$ cat src/rtl/mem_arbiter.sv
// mem_arbiter: shares one single-ported data memory between the CPU memory
// stage (port C) and the DMA engine (port D). One request is latched at a
// time. The CPU has fixed priority, but a starvation counter forces a DMA
// grant after STARVE_MAX consecutive CPU grants while DMA is waiting. A
// watchdog aborts a transfer whose memory never acknowledges.
//
// Ports:
//   clk, rst                 clock, synchronous active-high reset
//   cpu_* / dma_*            request, we, addr, wdata in; ack pulse, rdata out
//   mem_en/we/addr/wdata     registered copy of the granted request
//   mem_rdata, mem_ack       memory response
//   owner                    last granted port (0 = CPU, 1 = DMA)
//   busy                     high in XFER and DONE
//   timeout_err              sticky watchdog abort flag
module mem_arbiter #(
  parameter int ADDR_W     = 32,
  parameter int DATA_W     = 32,
  parameter int STARVE_MAX = 4,
  parameter int TIMEOUT    = 255
) (
  input  logic              clk,
  input  logic              rst,
  input  logic              cpu_req,
  input  logic              cpu_we,
  input  logic [ADDR_W-1:0] cpu_addr,
  input  logic [DATA_W-1:0] cpu_wdata,
  output logic              cpu_ack,
  output logic [DATA_W-1:0] cpu_rdata,
  input  logic              dma_req,
  input  logic              dma_we,
  input  logic [ADDR_W-1:0] dma_addr,
  input  logic [DATA_W-1:0] dma_wdata,
  output logic              dma_ack,
  output logic [DATA_W-1:0] dma_rdata,
  output logic              mem_en,
  output logic              mem_we,
  output logic [ADDR_W-1:0] mem_addr,
  output logic [DATA_W-1:0] mem_wdata,
  input  logic [DATA_W-1:0] mem_rdata,
  input  logic              mem_ack,
  output logic              owner,
  output logic              busy,
  output logic              timeout_err
);

  localparam logic [1:0] S_IDLE = 2'd0;
  localparam logic [1:0] S_XFER = 2'd1;
  localparam logic [1:0] S_DONE = 2'd2;

  localparam int SC_W = $clog2(STARVE_MAX + 1);
  // Watchdog counts 0..TIMEOUT-1.
  localparam int WD_W = $clog2(TIMEOUT);

  logic [1:0]        r_state;
  logic [SC_W-1:0]   r_starve;
  logic [WD_W-1:0]   r_wd;
  logic              r_cpu_ack;
  logic              r_dma_ack;
  logic [DATA_W-1:0] r_cpu_rdata;
  logic [DATA_W-1:0] r_dma_rdata;
  logic              r_mem_en;
  logic              r_mem_we;
  logic [ADDR_W-1:0] r_mem_addr;
  logic [DATA_W-1:0] r_mem_wdata;
  logic              r_owner;
  logic              r_busy;
  logic              r_timeout_err;

  logic              w_any_req;
  logic              w_grant_dma;
  logic              w_starved;
  logic              w_wd_expired;
  logic              w_xfer_end;
  logic [DATA_W-1:0] w_result;

  always_comb begin
    w_any_req    = cpu_req | dma_req;
    w_starved    = (r_starve == SC_W'(STARVE_MAX));
    // DMA wins when alone, or when the CPU has used up its starvation budget.
    w_grant_dma  = dma_req & (~cpu_req | w_starved);
    w_wd_expired = (r_wd == WD_W'(TIMEOUT - 1));
    w_xfer_end   = mem_ack | w_wd_expired;
    // A real acknowledge beats a simultaneous watchdog expiry.
    w_result     = mem_ack ? mem_rdata : '1;
  end

  always_ff @(posedge clk) begin
    if (rst) begin
      r_state       <= S_IDLE;
      r_starve      <= '0;
      r_wd          <= '0;
      r_cpu_ack     <= 1'b0;
      r_dma_ack     <= 1'b0;
      r_cpu_rdata   <= '0;
      r_dma_rdata   <= '0;
      r_mem_en      <= 1'b0;
      r_mem_we      <= 1'b0;
      r_mem_addr    <= '0;
      r_mem_wdata   <= '0;
      r_owner       <= 1'b0;
      r_busy        <= 1'b0;
      r_timeout_err <= 1'b0;
    end else begin
      r_cpu_ack <= 1'b0;
      r_dma_ack <= 1'b0;
      case (r_state)
        S_IDLE: begin
          if (w_any_req) begin
            r_owner     <= w_grant_dma;
            r_mem_we    <= w_grant_dma ? dma_we    : cpu_we;
            r_mem_addr  <= w_grant_dma ? dma_addr  : cpu_addr;
            r_mem_wdata <= w_grant_dma ? dma_wdata : cpu_wdata;
            r_mem_en    <= 1'b1;
            r_busy      <= 1'b1;
            r_wd        <= '0;
            r_state     <= S_XFER;
          end
          // Reaching the else-branch means dma_req=1 and the CPU was granted.
          if (w_grant_dma || !dma_req) begin
            r_starve <= '0;
          end else if (!w_starved) begin
            r_starve <= r_starve + 1'b1;
          end
        end
        S_XFER: begin
          if (w_xfer_end) begin
            if (r_owner) begin
              r_dma_rdata <= w_result;
              r_dma_ack   <= 1'b1;
            end else begin
              r_cpu_rdata <= w_result;
              r_cpu_ack   <= 1'b1;
            end
            if (!mem_ack) begin
              r_timeout_err <= 1'b1;
            end
            r_mem_en <= 1'b0;
            r_state  <= S_DONE;
          end else begin
            r_wd <= r_wd + 1'b1;
          end
        end
        S_DONE: begin
          r_busy  <= 1'b0;
          r_state <= S_IDLE;
        end
        default: begin
          r_mem_en <= 1'b0;
          r_busy   <= 1'b0;
          r_state  <= S_IDLE;
        end
      endcase
    end
  end

  assign cpu_ack     = r_cpu_ack;
  assign dma_ack     = r_dma_ack;
  assign cpu_rdata   = r_cpu_rdata;
  assign dma_rdata   = r_dma_rdata;
  assign mem_en      = r_mem_en;
  assign mem_we      = r_mem_we;
  assign mem_addr    = r_mem_addr;
  assign mem_wdata   = r_mem_wdata;
  assign owner       = r_owner;
  assign busy        = r_busy;
  assign timeout_err = r_timeout_err;

endmodule

$ cat config.mk
export PLATFORM = sky130hd
export DESIGN_NAME = mem_arbiter
export DESIGN_NICKNAME = d
export VERILOG_FILES = /design/src/rtl/mem_arbiter.sv
export SDC_FILE = /design/constraint.sdc
export NUM_CORES = 1
export LEC_CHECK = 0
export CORE_MARGIN = 3
export CORE_UTILIZATION = 40
export CTS_CLUSTER_SIZE = 28
export DETAILED_ROUTE_END_ITERATION = 7
export PLACE_DENSITY = 0.91
export SKIP_CTS_REPAIR_TIMING = 1
export SLEW_MARGIN = 20
export SYNTH_ARGS = -nofsm -noshare
export SYNTH_HDL_FRONTEND = slang
export SYNTH_SLANG_ARGS = --single-unit
$ cat constraint.sdc
create_clock -name clk -period 2.4 [get_ports clk]
set_input_delay 0.6 -clock clk [delete_from_list [all_inputs] [get_ports clk]]
set_output_delay 0.6 -clock clk [all_outputs]
set_load 0.03 [all_outputs]
# After elaboration in Yosys (flattened, before gate mapping)
# Index checks and enable logic that the tools add are counted.
# word_totals
reg_bits	148
out_inout_bits	135
inputBits	167
elab_cells	66
# op_classes
n_reduce_logical	14
bitwise_logic	10
mux	18
n_eq_ne	8
addsub	2
# ops
cell	n
2-to-1 mux 32 bit	3
2-to-1 mux 8 bit	2
case mux 8 bit (2 select lines)	1
AND reduction 3 bit	5
adder 8 x 1 -> 8 bit, second input constant	1
equality test 8 bit, second input constant	1
AND reduction 2 bit	4
2-to-1 mux 3 bit	2
!= test 2 bit, second input constant	3
NOT 1 bit	6
2-to-1 mux 1 bit	5
2-to-1 mux 2 bit	2
case mux 2 bit (2 select lines)	1
adder 3 x 1 -> 3 bit, second input constant	1
equality test 3 bit, second input constant	1
bitwise OR 1 bit	3
case mux 1 bit (3 select lines)	1
OR reduction 3 bit	1
equality test 2 x 1 -> 1 bit, second input constant	1
equality test 2 bit, second input constant	1
zero test 2 bit	1
!= test 2 x 1 -> 1 bit, second input constant	1
case mux 1 bit (2 select lines)	1
nonzero test 2 bit	1
other kinds (3)	3

# Logic depth before layout (Yosys ltp)
# Gate-level depths: netlist of the first run.
# depth
depth_word	6
depth_mapped	9
ltp_nobuf	6

# Worst setup path before layout of the first run
# Ideal clock, no wire load.
# synth_path
path_type	register to register
start	reg r_wd[0]
end	reg r_dma_rdata[24], in the netlist dma_rdata[24]
path_stages_with_launch	9
n_path_buf	2
t_required_ns	2.281
setup_slack_ns	0.642
synth_period_minus_slack_ns	1.758
t_arrival_ns	1.640
setup_ns	0.119
cell_sequence	dfxtp_1 -> inv_1 -> ha_1 -> and3_1 -> a21o_1 -> and3_1 -> buf_6 -> buf_6 -> o221a_2
# synth_between
elab_chain_len	3
# synth_rtl
item	line	rtl
from (decl)	56	logic [WD_W-1:0] r_wd;
from (signal assigned)	140	r_wd <= r_wd + 1'b1;
equality test 8 bit	81	w_wd_expired = (r_wd == WD_W'(TIMEOUT - 1));
bitwise OR 1 bit	82	w_xfer_end = mem_ack | w_wd_expired;
AND reduction 3 bit (no source line)	--	
to (signal assigned)	128	r_dma_rdata <= w_result;
to (decl)	60	logic [DATA_W-1:0] r_dma_rdata;
# No other way between the ends.
# A chain may end at the register's enable or synchronous reset.

# Worst setup path in the final report of the first run
# layout_path
start	reg r_owner, in the netlist owner
end	out owner
# layout_rtl
item	line	rtl
from (decl)	65	logic r_owner;
from (signal assigned)	109	r_owner <= w_grant_dma;
to (decl)	41	output logic owner,
# No word-level cell between the ends.

==> results.yml, run 1 <==
synthesis:
  synth_edf_count: 0
  synthFlopType: "dfxtp_1"
  synth_area_per_cell_um2: 9.64
  synth_top_cell_by_area: "dfxtp_1"
  async_flop_share_pct: 0
  synth_top_area_share_pct: 50.3
  syn_inst: 611
  synthDistinctLibCells: 44
  ys_seq_area_share_pct: 50.3
  synth_nets: 782
  yosysWarnings: 0
  ys_ff_latch: 148
  syn_area_um2: 5890
  ys_top_cells_by_area: "dfxtp_1, mux2i_1, a21oi_1, o21ai_0, o221a_2"
cells_and_area:
  final_util_pct: 68.1
  nets: 1064
  final_layout_size_suffix_gt1_share_pct: 8.61
  fin_cells: 1086
  seq_area_um2: 2960
  syn_to_final_growth_pct: 63.5
  multiInputGateArea_um2: 2530
  insertedDiodeCount: 0
  fillers: 1001
route:
  postRouteAntennaNets: 0
  first_iter_violations: 383
  avgViaCountPerCell: 5.33
  wl_per_cell_um: 18.3
  dr.pass1.iters: 5
  wl_um: 19900
  drc_errors: 0
  vias: 5786
placed_design:
  numPlacedInstances: 1054
  post-dp-hpwl_um: 14400
  numPortBuffers: 301
  dp_slack_ps: -74.0
  gp_congestion: 0.853
floorplanning:
  rows: 43
  ioPinCount: 302
  die_height_um: 127
  die_area_um2: 16200
  core_area_um2: 14100
  start_util_pct: 41.6
  die_width_um: 127
worst_setup_path:
  crit_type: "reg2out"
  crit_path_top_delay_cell: "clkdlybuf4s50_1"
  rrSetupSlack_ps: 510
  cp-endpoint: "owner"
  worstPathRequired_ps: 1800
  rr_endpoint: "dma_rdata[10]"
  path_buf_inv: 1
  cp_cell_sequence: "clkdlybuf4s50_1"
  crit_start: "owner"
  start_kind: "register"
  r2r.worst_path.cells: 7
  cp.depth: 1
  slowest_delay_ps: 740
  r2r-start: "r_wd[0]"
  arrival_ps: 1680
  cp-end-kind: "output port"
  critPathTopFamily: "buffers and inverters"
  cp_max_fo: 10
pwr:
  seq_power_share_pct: 40.0
  p_sw_mw: 2.04
  leakage_nw: 3.82
  vdd_drop_max_v: 0.000563
  combPwrFrac_pct: 22.6
  swShare_pct: 29.7
  p_per_area_nw_per_um2: 713
  p_clk_share_pct: 37.4
  p_int_mw: 4.83
timing:
  setup_tns_ps: 0
  worst_pin_slew_ps: 542
  clock.fmax_mhz: 438
  layout_setup_ws_ps: 119
  skew_ps: 12.7
  grt_setup_unrepaired: "false"
  period_needed_ps: 2280
  slew_violations: 0
  hold_viol: 0
  holdWs_ps: 444
  setup_viol: 0
  slew_headroom_pct: 63.9
  fin_crit_sh_pct: 95.0
global_routing:
  grt_pass1_wl_um: 30800
  grt.overflow.total: 0
  antenna_found_initial: 0
  grt_max_degree: 80
  first_global_vias: 5915
  grt.total_usage_pct: 24.1
clock_tree:
  clock-root-buffer: "clkbuf_16"
  cts.sinks: 148
  cts_made_buffers: 17
  cts_tree: "done"
  h-tree-depth: 4
  path_clk_slew_ps: 60
  clk_path_buf_depth: 2
  clk-insertion-delay-late_ps: 420
run:
  max-cap-violations: 0
worst_hold_path:
  hp-class: "reg2reg"
  whs_path_depth: 2
run_status:
  status: "completed"
-- per-layer routing --
metal  GRT usage, %  share of wire, %  vias up
met3           6.61               8.6       49
met1           26.7                37     2657
met5              0                 0        -
li1               -                 -     2773
met4           12.5               4.1        0
met2           42.3                50      307
-- Yosys cell counts, types with 2 or more instances --
| master | instances |
|---|---|
| nand3b_1 | 3 |
| a21oi_1 | 105 |
| o221a_1 | 6 |
| nor2_1 | 8 |
| and2_1 | 2 |
| o211ai_1 | 2 |
| o221a_2 | 25 |
| buf_2 | 11 |
| mux2i_1 | 65 |
| inv_1 | 36 |
| ha_1 | 4 |
| clkbuf_1 | 32 |
| buf_6 | 8 |
| xnor2_1 | 3 |
| o21ai_0 | 99 |
| and3_1 | 2 |
| a21boi_0 | 4 |
| nand3_1 | 9 |
| a21boi_1 | 2 |
| buf_1 | 2 |
| o31ai_1 | 3 |
| or4_1 | 2 |
| nand2_1 | 7 |
| dfxtp_1 | 148 |
| nor3_1 | 4 |
-- worst min path at each step --
stage	startpoint	endpoint	slack [ps]
finish	cpu_rdata[1]	cpu_rdata[1]	440
floorplan	r_wd[7]	r_wd[7]	460
detailed placement	cpu_rdata[17]	cpu_rdata[17]	430
global placement	cpu_rdata[6]	cpu_rdata[6]	430
global route	cpu_rdata[1]	cpu_rdata[1]	460
CTS	cpu_rdata[17]	cpu_rdata[17]	440
-- registers in the layout, indices dropped and copies added (netlist names), 2 cells and up --
signal and flops:
r_starve 3, dma_rdata 32, r_state 2, mem_addr 32, cpu_rdata 32, r_wd 8, mem_wdata 32
-- cell families (layout without fill, tap and decap cells) --
kind of cell    after synthesis  count (layout)  share of synthesized area (%)
mux                          65              65                           11.0
buf+inv                      90             385                           7.05
xor+xnor                      4               4                          0.595
flops                       148             148                           50.3
compound gates              253             253                           25.6
simple gates                 47              47                           4.54
fa+ha+maj                     4               4                          0.849
-- cell usage in the layout, fill, tap and decap left out, drive strengths merged --
cell,instances
ha,4
clkinv,5
nand2b,1
o31ai,3
inv,42
and3,2
o31a,1
nor2,8
nand3,9
buf,16
clkinvlp,2
o41a,1
or3,1
o21ai,100
a21boi,6
nand2,7
dfxtp,148
o21a,1
xor2,1
or2,2
a31oi,1
clkdlybuf4s50,301
nand4,1
and2b,1
nand3b,3
nor3,5
a21o,1
bufinv,1
and2,2
a21oi,105
o211ai,2
or4,2
a211oi,1
xnor2,3
nor3b,2
clkbuf,18
o221a,31
and4,1
mux2i,65
-- power groups by stage --
stage	clock network (mW)	registers, mW	logic [mW]
floorplan	0	3.14	0.409
global placement	0	2.79	1.52
detailed placement	0	2.80	1.55
CTS	2.61	2.75	1.56
global route	2.72	2.77	1.65
finish	2.57	2.75	1.55
-- area by class of cell --
type	instances	area share, %
Clock buffer	18	4.46
Clock inverter	14	1.48
Inverter	36	1.42
Multi-Input combinational cell	373	26.2
Sequential cell	148	30.8
Tap cell	180	2.34
Timing Repair Buffer	317	33.3
-- stage by stage --
stage,power (mW),cell area [µm²]
finish,6.87,9630
global route,7.13,9630
CTS,6.92,9630
detailed placement,4.34,9060
global placement,4.31,9060
floorplan,3.54,5890
No activity file was read; power rests on OpenSTA's default activity.
==> inputs of run 2 (changes only) <==
--- a/config.mk
+++ b/config.mk
@@ -5,11 +5,12 @@
 export SDC_FILE = /design/constraint.sdc
 export NUM_CORES = 1
 export LEC_CHECK = 0
+export ABC_AREA = 1
 export CORE_MARGIN = 3
-export CORE_UTILIZATION = 40
+export CORE_UTILIZATION = 42
 export CTS_CLUSTER_SIZE = 28
 export DETAILED_ROUTE_END_ITERATION = 7
-export PLACE_DENSITY = 0.91
+export PLACE_DENSITY = 0.9
 export SKIP_CTS_REPAIR_TIMING = 1
 export SLEW_MARGIN = 20
 export SYNTH_ARGS = -nofsm -noshare
==> results.yml, run 2 <==
timing:
  fin_crit_sh_pct: 88.0
  holdWs_ps: 443
  period_needed_ps: 2110
  clock.fmax_mhz: 474
  slew_violations: 0
  layout_setup_ws_ps: 288
  grt_setup_unrepaired: "false"
  setup_tns_ps: 0
  hold_viol: 0
  setup_viol: 0
  worst_pin_slew_ps: 646
  skew_ps: 17.2
  slew_headroom_pct: 56.9
clock_tree:
  path_clk_slew_ps: 60
  clk_path_buf_depth: 2
  clk-insertion-delay-late_ps: 430
  clock-root-buffer: "clkbuf_16"
  cts.sinks: 148
  cts_tree: "done"
  cts_made_buffers: 17
  h-tree-depth: 4
route:
  vias: 7238
  dr.pass1.iters: 5
  avgViaCountPerCell: 5.06
  wl_um: 22900
  postRouteAntennaNets: 0
  wl_per_cell_um: 16.0
  drc_errors: 0
  first_iter_violations: 547
worst_hold_path:
  whs_path_depth: 2
  min_delay_worst_endpoint: "cpu_rdata[15]"
  hp-class: "reg2reg"
  min-delay-start: "cpu_rdata[15]"
pwr:
  p_per_area_nw_per_um2: 693
  p_int_mw: 4.94
  swShare_pct: 31.8
  power.total_mw: 7.24
  p_sw_mw: 2.30
  vdd_drop_max_v: 0.000543
  combPwrFrac_pct: 25.5
  p_clk_share_pct: 36.3
  leakage_nw: 4.49
  seq_power_share_pct: 38.2
synthesis:
  async_flop_share_pct: 0
  synth_top_cell_by_area: "dfxtp_1"
  syn_area_um2: 6810
  yosysWarnings: 0
  synthFlopType: "dfxtp_1"
  ys_top_cells_by_area: "dfxtp_1, nand2_1, inv_1, o211ai_1, nand4_1"
  ys_ff_latch: 148
  yosysMostFrequentCell: "nand2_1"
  synth_area_per_cell_um2: 7.24
  synth_nets: 1111
  synth_top_area_share_pct: 43.5
  synth_edf_count: 0
  synthDistinctLibCells: 27
  synth_commonest_cells: "nand2_1, dfxtp_1, inv_1"
  ys_seq_area_share_pct: 43.5
  syn_inst: 940
worst_setup_path:
  worstPathRequired_ps: 1800
  crit_type: "reg2out"
  crit_path_top_delay_cell: "clkdlybuf4s50_1"
  r2r-start: "r_starve[0]"
  cp_max_fo: 2
  start_kind: "register"
  arrival_ps: 1510
  r2r.worst_path.cells: 10
  path_buf_inv: 1
  slowest_delay_ps: 740
  rr_endpoint: "mem_addr[10]"
  cp_cell_sequence: "clkdlybuf4s50_1"
  critPathTopFamily: "buffers and inverters"
  cp-end-kind: "output port"
  rrSetupSlack_ps: 590
cells_and_area:
  fillers: 1210
  fin_cells: 1430
  seq_area_um2: 2960
  nets: 1376
  final_area_um2: 10400
  multiInputGateArea_um2: 2760
  final_common_cell: "clkdlybuf4s50_1"
  final_layout_size_suffix_gt1_share_pct: 8.70
  final_cell_mix: "clkdlybuf4s50_1, nand2_1, dfxtp_1"
  syn_to_final_growth_pct: 53.5
  final_util_pct: 67.2
floorplanning:
  start_util_pct: 43.8
  ioPinCount: 302
  die_width_um: 133
  core_area_um2: 15500
  rows: 45
  die_height_um: 133
  die_area_um2: 17800
placed_design:
  numPlacedInstances: 1397
  dpl_cell_area_um2: 9870
  gp_congestion: 0.860
  numPortBuffers: 301
  post-dp-hpwl_um: 16300
  dp_slack_ps: 196
run_status:
  status: "completed"
global_routing:
  grt.total_usage_pct: 24.6
  grt.overflow.total: 0
  first_global_vias: 6973
  antenna_found_initial: 1
  grt_pass1_wl_um: 35400
  grt_max_degree: 69
run:
  max-cap-violations: 0
run 2: cell count changes in the layout (fill, tap and decap cells not counted), moves of 61 or more:
cell      delta
inv_1       +99
nand4_1     +63
o211ai_1    +63
nand2_1    +211
mux2i_1     -65
o21ai_0     -94
nand3_1     +61
run 2: worst max path at each step:
stage | startpoint | to | slack [ps] | cells after the start
2_1_floorplan | cpu_req | mem_addr[22] | 900 | 6
3_3_place_gp | cpu_req | mem_addr[29] | 230 | 8
3_5_place_dp | dma_req | mem_addr[10] | 200 | 7
4_1_cts | mem_addr[9] | mem_addr[9] | 270 | 1
5_1_grt | mem_addr[9] | mem_addr[9] | 250 | 1
6_report | mem_addr[3] | mem_addr[3] | 290 | 1
run 2: cells by family after synthesis:
logic type | count (synthesis) | synth area share [%]
flops | 148 | 43.5
compound gates | 146 | 13.3
fa+ha+maj | 4 | 0.735
xor+xnor | 1 | 0.129
buf+inv | 248 | 15.9
simple gates | 393 | 26.4
run 2: worst min-delay path, cell delays in order (launching register included):
cell	delay, ps
dfxtp_1	310
inv_1	40
a21oi_1	50
run 2: power by group through the flow:
stage	sequential (mW)	combinational [mW]	clock, mW
finish	2.77	1.85	2.62
floorplan	3.18	0.660	0
CTS	2.76	1.85	2.66
global route	2.79	1.97	2.77
global placement	2.81	1.81	0
detailed placement	2.81	1.84	0
run 2: final cells by class:
type | count | share of cell area [%]
sequential | 148 | 28.4
tap | 211 | 2.53
timing repair buffer | 316 | 30.7
clock inverter | 14 | 1.33
clock buffer | 18 | 4.20
inverter | 178 | 6.42
multi-input combinational | 544 | 26.4
antenna | 1 | 0.0240
run 2: per-layer routing:
metal	GRT usage (%)	vias to the layer above	part of all wire [%]
li1	-	3566	-
met1	27.5	3267	39
met2	41.8	331	48
met3	7.25	74	7.8
met4	14.2	0	5.5
met5	0	-	0
==> inputs of run 3 (changes only) <==
--- a/config.mk
+++ b/config.mk
@@ -6,10 +6,11 @@
 export NUM_CORES = 1
 export LEC_CHECK = 0
 export ABC_AREA = 1
-export CORE_MARGIN = 3
+export CAP_MARGIN = 20
 export CORE_UTILIZATION = 42
 export CTS_CLUSTER_SIZE = 28
 export DETAILED_ROUTE_END_ITERATION = 7
+export GPL_ROUTABILITY_DRIVEN = 1
 export PLACE_DENSITY = 0.9
 export SKIP_CTS_REPAIR_TIMING = 1
 export SLEW_MARGIN = 20
==> results.yml, run 3 (synthesis gave the netlist of run 2 again) <==
cells_and_area:
  syn_to_final_growth_pct: 54.4
  nets: 1378
  final_cell_mix: "clkdlybuf4s50_1, nand2_1, dfxtp_1"
  fin_cells: 1436
  final_common_cell: "clkdlybuf4s50_1"
  final_util_pct: 66.4
  fillers: 1219
  insertedDiodeCount: 0
  final_layout_size_suffix_gt1_share_pct: 8.85
worst_setup_path:
  slowest_delay_ps: 810
  worstPathRequired_ps: 1800
  cp_cell_sequence: "clkdlybuf4s50_1"
  r2r-start: "r_starve[0]"
  crit_type: "reg2out"
  start_kind: "register"
  path_buf_inv: 1
  crit_path_top_delay_cell: "clkdlybuf4s50_1"
  cp-end-kind: "output port"
  arrival_ps: 1560
  cp_max_fo: 2
  critPathTopFamily: "buffers and inverters"
  crit_start: "mem_addr[10]"
global_routing:
  antenna_found_initial: 0
  grt_max_degree: 67
  first_global_vias: 6766
  grt_pass1_wl_um: 34300
  grt.overflow.total: 0
  grt.total_usage_pct: 26.5
timing:
  clock.fmax_mhz: 464
  slew_headroom_pct: 65.9
  slew_violations: 0
  layout_setup_ws_ps: 243
  holdWs_ps: 444
  setup_tns_ps: 0
  hold_viol: 0
  skew_ps: 9.93
  fin_crit_sh_pct: 89.9
  worst_pin_slew_ps: 510
  grt_setup_unrepaired: "false"
  setup_viol: 0
  period_needed_ps: 2160
route:
  dr.pass1.iters: 4
  drc_errors: 0
  wl_um: 22700
  first_iter_violations: 552
  avgViaCountPerCell: 5.07
  wl_per_cell_um: 15.8
  postRouteAntennaNets: 0
  vias: 7286
clock_tree:
  cts_made_buffers: 17
  h-tree-depth: 4
  clock-root-buffer: "clkbuf_16"
  cts.sinks: 148
  cts_tree: "done"
  clk_path_buf_depth: 2
  path_clk_slew_ps: 60
  clk-insertion-delay-late_ps: 420
floorplanning:
  die_height_um: 129
  start_util_pct: 43.0
  core_area_um2: 15800
  rows: 46
  ioPinCount: 302
  die_width_um: 129
  die_area_um2: 16700
pwr:
  leakage_nw: 4.52
  vdd_drop_max_v: 0.000515
  p_per_area_nw_per_um2: 706
run_status:
  status: "completed"
placed_design:
  numPortBuffers: 301
  post-dp-hpwl_um: 15800
  gp_congestion: 0.857
  numPlacedInstances: 1404
  dp_slack_ps: 193
worst_hold_path:
  hp-class: "reg2reg"
  min-delay-start: "cpu_rdata[14]"
run:
  max-cap-violations: 0
[run 3: cell types whose count changed in the layout (fill, tap and decap cells not counted), sizes merged]
cell | before | now
clkinv | 1 | 4
inv | 187 | 181
diode | 1 | 0
bufinv | 1 | 3
buf | 17 | 19
clkbuf | 18 | 19
[run 3: layout make-up]
type	count	area, µm²	share of cell area (%)
clock buffer	19	453	4.31
clock inverter	13	173	1.64
inverter	178	671	6.38
multi-input combinational	544	2760	26.3
sequential	148	2960	28.2
tap	216	270	2.57
timing repair buffer	318	3220	30.6
[run 3: report_power, final]
part / internal, mW / leakage [nW] / switching (mW)
registers: 2.66 / 1.22 / 0.118
clock network: 1.71 / 0.298 / 1.09
logic: 0.798 / 3.00 / 1.06
[run 3: worst paths after layout]
| path | endpoint | slack [ps] | cells after the start |
|---|---|---|---|
| setup / recovery | mem_addr[10] | 240 | 1 |
| hold / removal | cpu_rdata[14] | 440 | 2 |
| setup reg to reg | mem_wdata[1] | 670 | 10 |
| hold reg to reg | cpu_rdata[14] | 440 | 2 |
[run 3: per-layer routing]
layer	global-route usage [%]	wire, µm	vias to the layer above
met3	9.62	2390	52
met1	29.6	8740	3330
li1	-	-	3563
met2	44.6	10700	341
met4	13.1	840	0
met5	0	0	-
[run 3: stage by stage]
step	area (µm²)	power, mW
global route	10500	7.73
CTS	10500	7.47
global placement	9890	4.63
finish	10500	7.43
floorplan	6810	3.84
detailed placement	9890	4.66
[run 3: worst min-delay path: stages (launching register included)]
cell and delay (ps):
dfxtp_1 310, inv_1 40, a21oi_1 50
==> edit 1 (flow settings as in run 3) <==
`DATA_W`: 32 -> 24.
--- a/src/rtl/mem_arbiter.sv
+++ b/src/rtl/mem_arbiter.sv
@@ -14,7 +14,7 @@
 //   timeout_err              sticky watchdog abort flag
 module mem_arbiter #(
   parameter int ADDR_W     = 32,
-  parameter int DATA_W     = 32,
+  parameter int DATA_W     = 24,
   parameter int STARVE_MAX = 4,
   parameter int TIMEOUT    = 255
 ) (
Ports: changed (6 resized); port bits go from 302 to 254. No check against the original RTL was run, so the function may have changed too.
==> edit 1 against run 3 <==
Critical endpoint is now mem_addr[2]; cell area down 12%; sequential cell count fell by 24; die area shrank 10%; worst setup slack better by 61 ps; core utilization fell by 0.13 points; routed wire length shrank 21%; power shrank 15%; highest routed layer unchanged; synthesized area fell by 11%; critical path type unchanged.
==> edit 1: results (changes against run 3) <==
- Syn. warnings: 0 (unchanged)
- Root Buffer: clkbuf_16
- Status: complete, no violations
- Dpl hpwl: 12600 µm (-20%)
- IO Port Bufs: 253 (-16%)
- Via Count: 6443 (-12%)
- Num CTS Buffers: 17 (unchanged)
- Post-Place Worst Slack: 149 ps (-43.8 ps)
- Synth cell types: 28 (+3.7%)
- Post-synth top cells: nand2_1 (230), inv_1 (154), dfxtp_1 (124), nor2_1 (93), nand3_1 (66)
- Seq pwr share: 37.0% (-0.4 points)
- Final Wtd Congestion: 0.865 (+0.90%)
- H-tree levels: 4 (unchanged)
- Clock Skew: 8.29 ps (-1.63 ps)
- Leak pwr: 4.24 nW (-6.1%)
- Worst skew pair latency: 420 ps (about the same)
- GRT Total Usage: 24.2% (-2.3 points)
- Slew headroom: 66.4% (+0.45 points)
- Hold Path Class: flop to flop
- Crit path DAT: 1500 ps (-60 ps)
- Met2 Resource Use GR: 42.8% (-1.8 points)
- Initial antenna violation count: 0 (unchanged)
- CTS Buffer Depth: 2 (unchanged)
- ANT cells: 0 (unchanged)
- Number of global-route vias before repair: 6002 (-11%)
- Ys flop type: dfxtp_1
- Max VDD drop: 0.000442 V (-14%)
- Max incr delay on CP: 700 ps (-110 ps)
- Drt first pass iters: 5 (+1)
- Drt first-iter violations: 587 (+6.3%)
- Drt wl/cell: 13.7 µm (-13%)
- Register clock-pin slew on the reported worst setup and hold paths: approximately 50 ps
- First-pass GRT wire length: 28200 µm (-18%)
- Delay-heaviest family, CP: buffers and inverters
- Largest net degree at the start of global routing: 61 (-9.0%)
- Syn_nets: 1038 (-6.6%)
- Top area cells in the synthesized netlist: dfxtp_1 (41%), nand2_1 (14%), inv_1 (9.5%)
- Final net count: 1268 (-8.0%)
- Async set-reset flop share out of synthesis: 0% (unchanged)
- Layout cells sized above 1: 7.33% (-1.5 points)
- Fill count: 1134 (-7.0%)
- Clock group: 2.41 mW (-14%)
- Placed cell area: 8720 µm² (-12%)
- Worst-path fanout max: 2 (unchanged)
- Met1 usage in global routing: 27.0% (-2.6 points)
- GR Util met3: 6.55% (-3.1 points)
- Sw Ratio: 29.7% (-0.74 points)
- Max reg flops: 32
- Register area share after synthesis: 40.8% (-2.7 points)
edit 1: cell types whose count changed in the layout (fill, tap and decap cells not counted), moves of 10 or more:
cell / change
clkdlybuf4s50_1: -46
nand2_4: +10
dfxtp_1: -24
inv_1: +18
nor2_1: +66
nand2_1: +11
a21oi_1: -67
nand4_1: -16
inv_2: -28
edit 1: metrics by stage:
stage / power [mW] / util (%) / std cells
detailed placement: 3.91 / 62.3 / 1282
global route: 6.54 / 66.3 / 1312
finish: 6.30 / 66.3 / 1312
floorplan: 3.23 / - / 891
global placement: 3.89 / 62.3 / 1282
CTS: 6.32 / 66.3 / 1312
edit 1: per-layer routing:
layer / vias to the layer above / part of all wire (%)
met5: - / 0
met4: 0 / 2.4
met3: 37 / 8.9
met2: 296 / 50
met1: 2875 / 38
li1: 3235 / -
edit 1: layout make-up:
class                      instances  area [µm²]  share of cell area (%)
tap                              180         225                    2.43
clock inverter                     7        65.1                   0.702
timing repair buffer             270        2720                    29.4
inverter                         170         641                    6.91
clock buffer                      23         488                    5.26
sequential                       124        2480                    26.8
multi-input combinational        538        2650                    28.6
edit 1: kinds of logic (layout without fill, tap and decap cells):
logic type      after synthesis  count (layout)  share of synthesized area [%]
flops                       124             124                           40.8
fa+ha+maj                     4               4                          0.823
simple gates                462             462                           34.1
compound gates               69              69                           8.11
xor+xnor                      3               3                          0.432
buf+inv                     229             470                           15.7
edit 1: final timing paths:
path	startpoint	to	slack [ps]	depth (start not counted)
max reg2reg	r_wd[0]	cpu_rdata[11]	320	10
min reg2reg	timeout_err	timeout_err	470	2
max	mem_addr[2]	mem_addr[2]	300	1
min	timeout_err	timeout_err	470	2
==> edit 2 (flow settings as in run 3) <==
Without the edit above. Make the reset (`rst`) asynchronous in one clocked block. Comments in the files are not updated.
--- a/src/rtl/mem_arbiter.sv
+++ b/src/rtl/mem_arbiter.sv
@@ -84,7 +84,7 @@
     w_result     = mem_ack ? mem_rdata : '1;
   end
 
-  always_ff @(posedge clk) begin
+  always_ff @(posedge clk or posedge rst) begin
     if (rst) begin
       r_state       <= S_IDLE;
       r_starve      <= '0;
Behaviour: differs if rst is asserted again (counterexample within 4 cycles, from zero or initial values and one cycle with rst high); with rst held inactive, the same outputs for 4 cycles.
==> edit 2 against run 3 <==
Critical path depth stayed put; critical endpoint is now mem_addr[29]; cell area is 1.2% higher; via count is 6.5% lower; global-route usage is 0.55 points higher; worst setup slack better by 14 ps; sequential cell count stayed put; synthesized area is 0.26% higher; routed wire length is 2.9% higher; largest cell class is now registers.
Power is not compared: it rests on default switching activity, and its combinational part moved more than twofold at a synthesized area within 25%.
==> edit 2: results (changes against run 3) <==
- Status: complete, no violations
- Drt first pass iters: 5 (+1)
- Syn_nets: 971 (-13%)
- Slowest-stage cell, CP: clkdlybuf4s50_1
- GRT Total Usage: 27.0% (+0.55 points)
- Final WL: 23300 µm (+2.9%)
- First-pass GRT wire length: 34500 µm (+0.38%)
- Ys flop type: dfrtp_1
- Dpl hpwl: 16000 µm (+1.1%)
- Layout cells sized above 1: 9.19% (+0.34 points)
- Largest net degree at the start of global routing: 83 (+24%)
- Synth Instances: 800 (-15%)
- Final net count: 1247 (-9.5%)
- Slew headroom: 67.0% (+1.1 points)
- CTS Buffer Depth: 2 (unchanged)
- Async set-reset flop share out of synthesis: 100% (+100 points)
- Top area cells in the synthesized netlist: dfrtp_1 (54%), nand2_1 (13%), a21oi_1 (9.6%)
- Delay-heaviest family, CP: buffers and inverters
- Clock Skew: 10.8 ps (+0.913 ps)
- Final Wtd Congestion: 0.816 (-4.9%)
- Post-synth top cells: nand2_1 (228), dfrtp_1 (148), a21oi_1 (131), nor2_1 (76), nand4_1 (64)
- H-tree levels: 4 (unchanged)
- Max incr delay on CP: 740 ps (-70 ps)
- Initial antenna violation count: 2 (+2)
- Number of global-route vias before repair: 6698 (-1.0%)
- Register area share after synthesis: 54.3% (+11 points)
- Fill count: 1206 (-1.1%)
- Root Buffer: clkbuf_16
- Crit path DAT: 1540 ps (-20 ps)
- Placed cell area: 10000 µm² (+1.6%)
- Drt first-iter violations: 416 (-25%)
- Worst-path fanout max: 2 (unchanged)
- Combinational share of power: a little over half
- Synth cell types: 33 (+22%)
- Via Count: 6815 (-6.5%)
- Max VDD drop: 0.000867 V
- Fin cells: 1306 (-9.1%)
==> edit 2: cell type report <==
type                    count  area [µm²]  share of cell area, %
diodes                      2        5.00                 0.0470
clock buffers              19         433                   4.07
repair buffers            316        3250                   30.5
inverters                  22        86.3                  0.811
flip-flops and latches    148        3700                   34.8
multi-input cells         571        2740                   25.7
clock inverters            12         159                   1.49
well taps                 216         270                   2.54
==> edit 2: final timing paths <==
| kind | end | cells after the start | slack (ps) | start |
|---|---|---|---|---|
| setup / recovery | mem_addr[29] | 1 | 260 | mem_addr[29] |
| hold / removal | dma_rdata[12] | 2 | 480 | dma_rdata[12] |
| setup reg to reg | cpu_rdata[14] | 9 | 550 | r_wd[0] |
| hold reg to reg | dma_rdata[12] | 2 | 480 | dma_rdata[12] |
| max in group asynchronous | r_starve[2] | 3 | 1360 | rst |
| min in group asynchronous | mem_addr[30] | 3 | 660 | rst |
==> edit 2: cells by family (layout without fill, tap and decap cells) <==
family | after synthesis | count (layout) | synth area share (%)
simple gates | 423 | 423 | 28.2
buf+inv | 81 | 369 | 5.87
fa+ha+maj | 4 | 4 | 0.733
xor+xnor | 2 | 2 | 0.257
flops | 148 | 148 | 54.3
compound gates | 142 | 142 | 10.7
other cells | 0 | 2 | 0
==> edit 2: power by group through the flow <==
stage,Sequential (mW),Combinational (mW),Clock (mW)
6_report,4.45,8.34,2.70
5_1_grt,4.57,8.86,2.83
4_1_cts,4.43,8.37,2.73
3_5_place_dp,4.42,8.34,0
3_3_place_gp,4.40,8.11,0
2_1_floorplan,6.59,2.60,0
==> edit 2: stage by stage <==
step / setup slack [ps] / util (%)
final: 257 / 67.0
after global routing: 226 / 67.0
after CTS: 258 / 67.0
after detailed placement: 167 / 63.2
after global placement: 231 / 63.2
after floorplan: -61.0 / -
==> edit 2: per-layer routing <==
layer / track usage, % / wire, µm / part of all wire (%)
met5: 0 / 0 / 0
met4: 13.4 / 752 / 3.2
met3: 9.17 / 2340 / 10
met2: 47.0 / 11500 / 49
met1: 29.6 / 8780 / 38
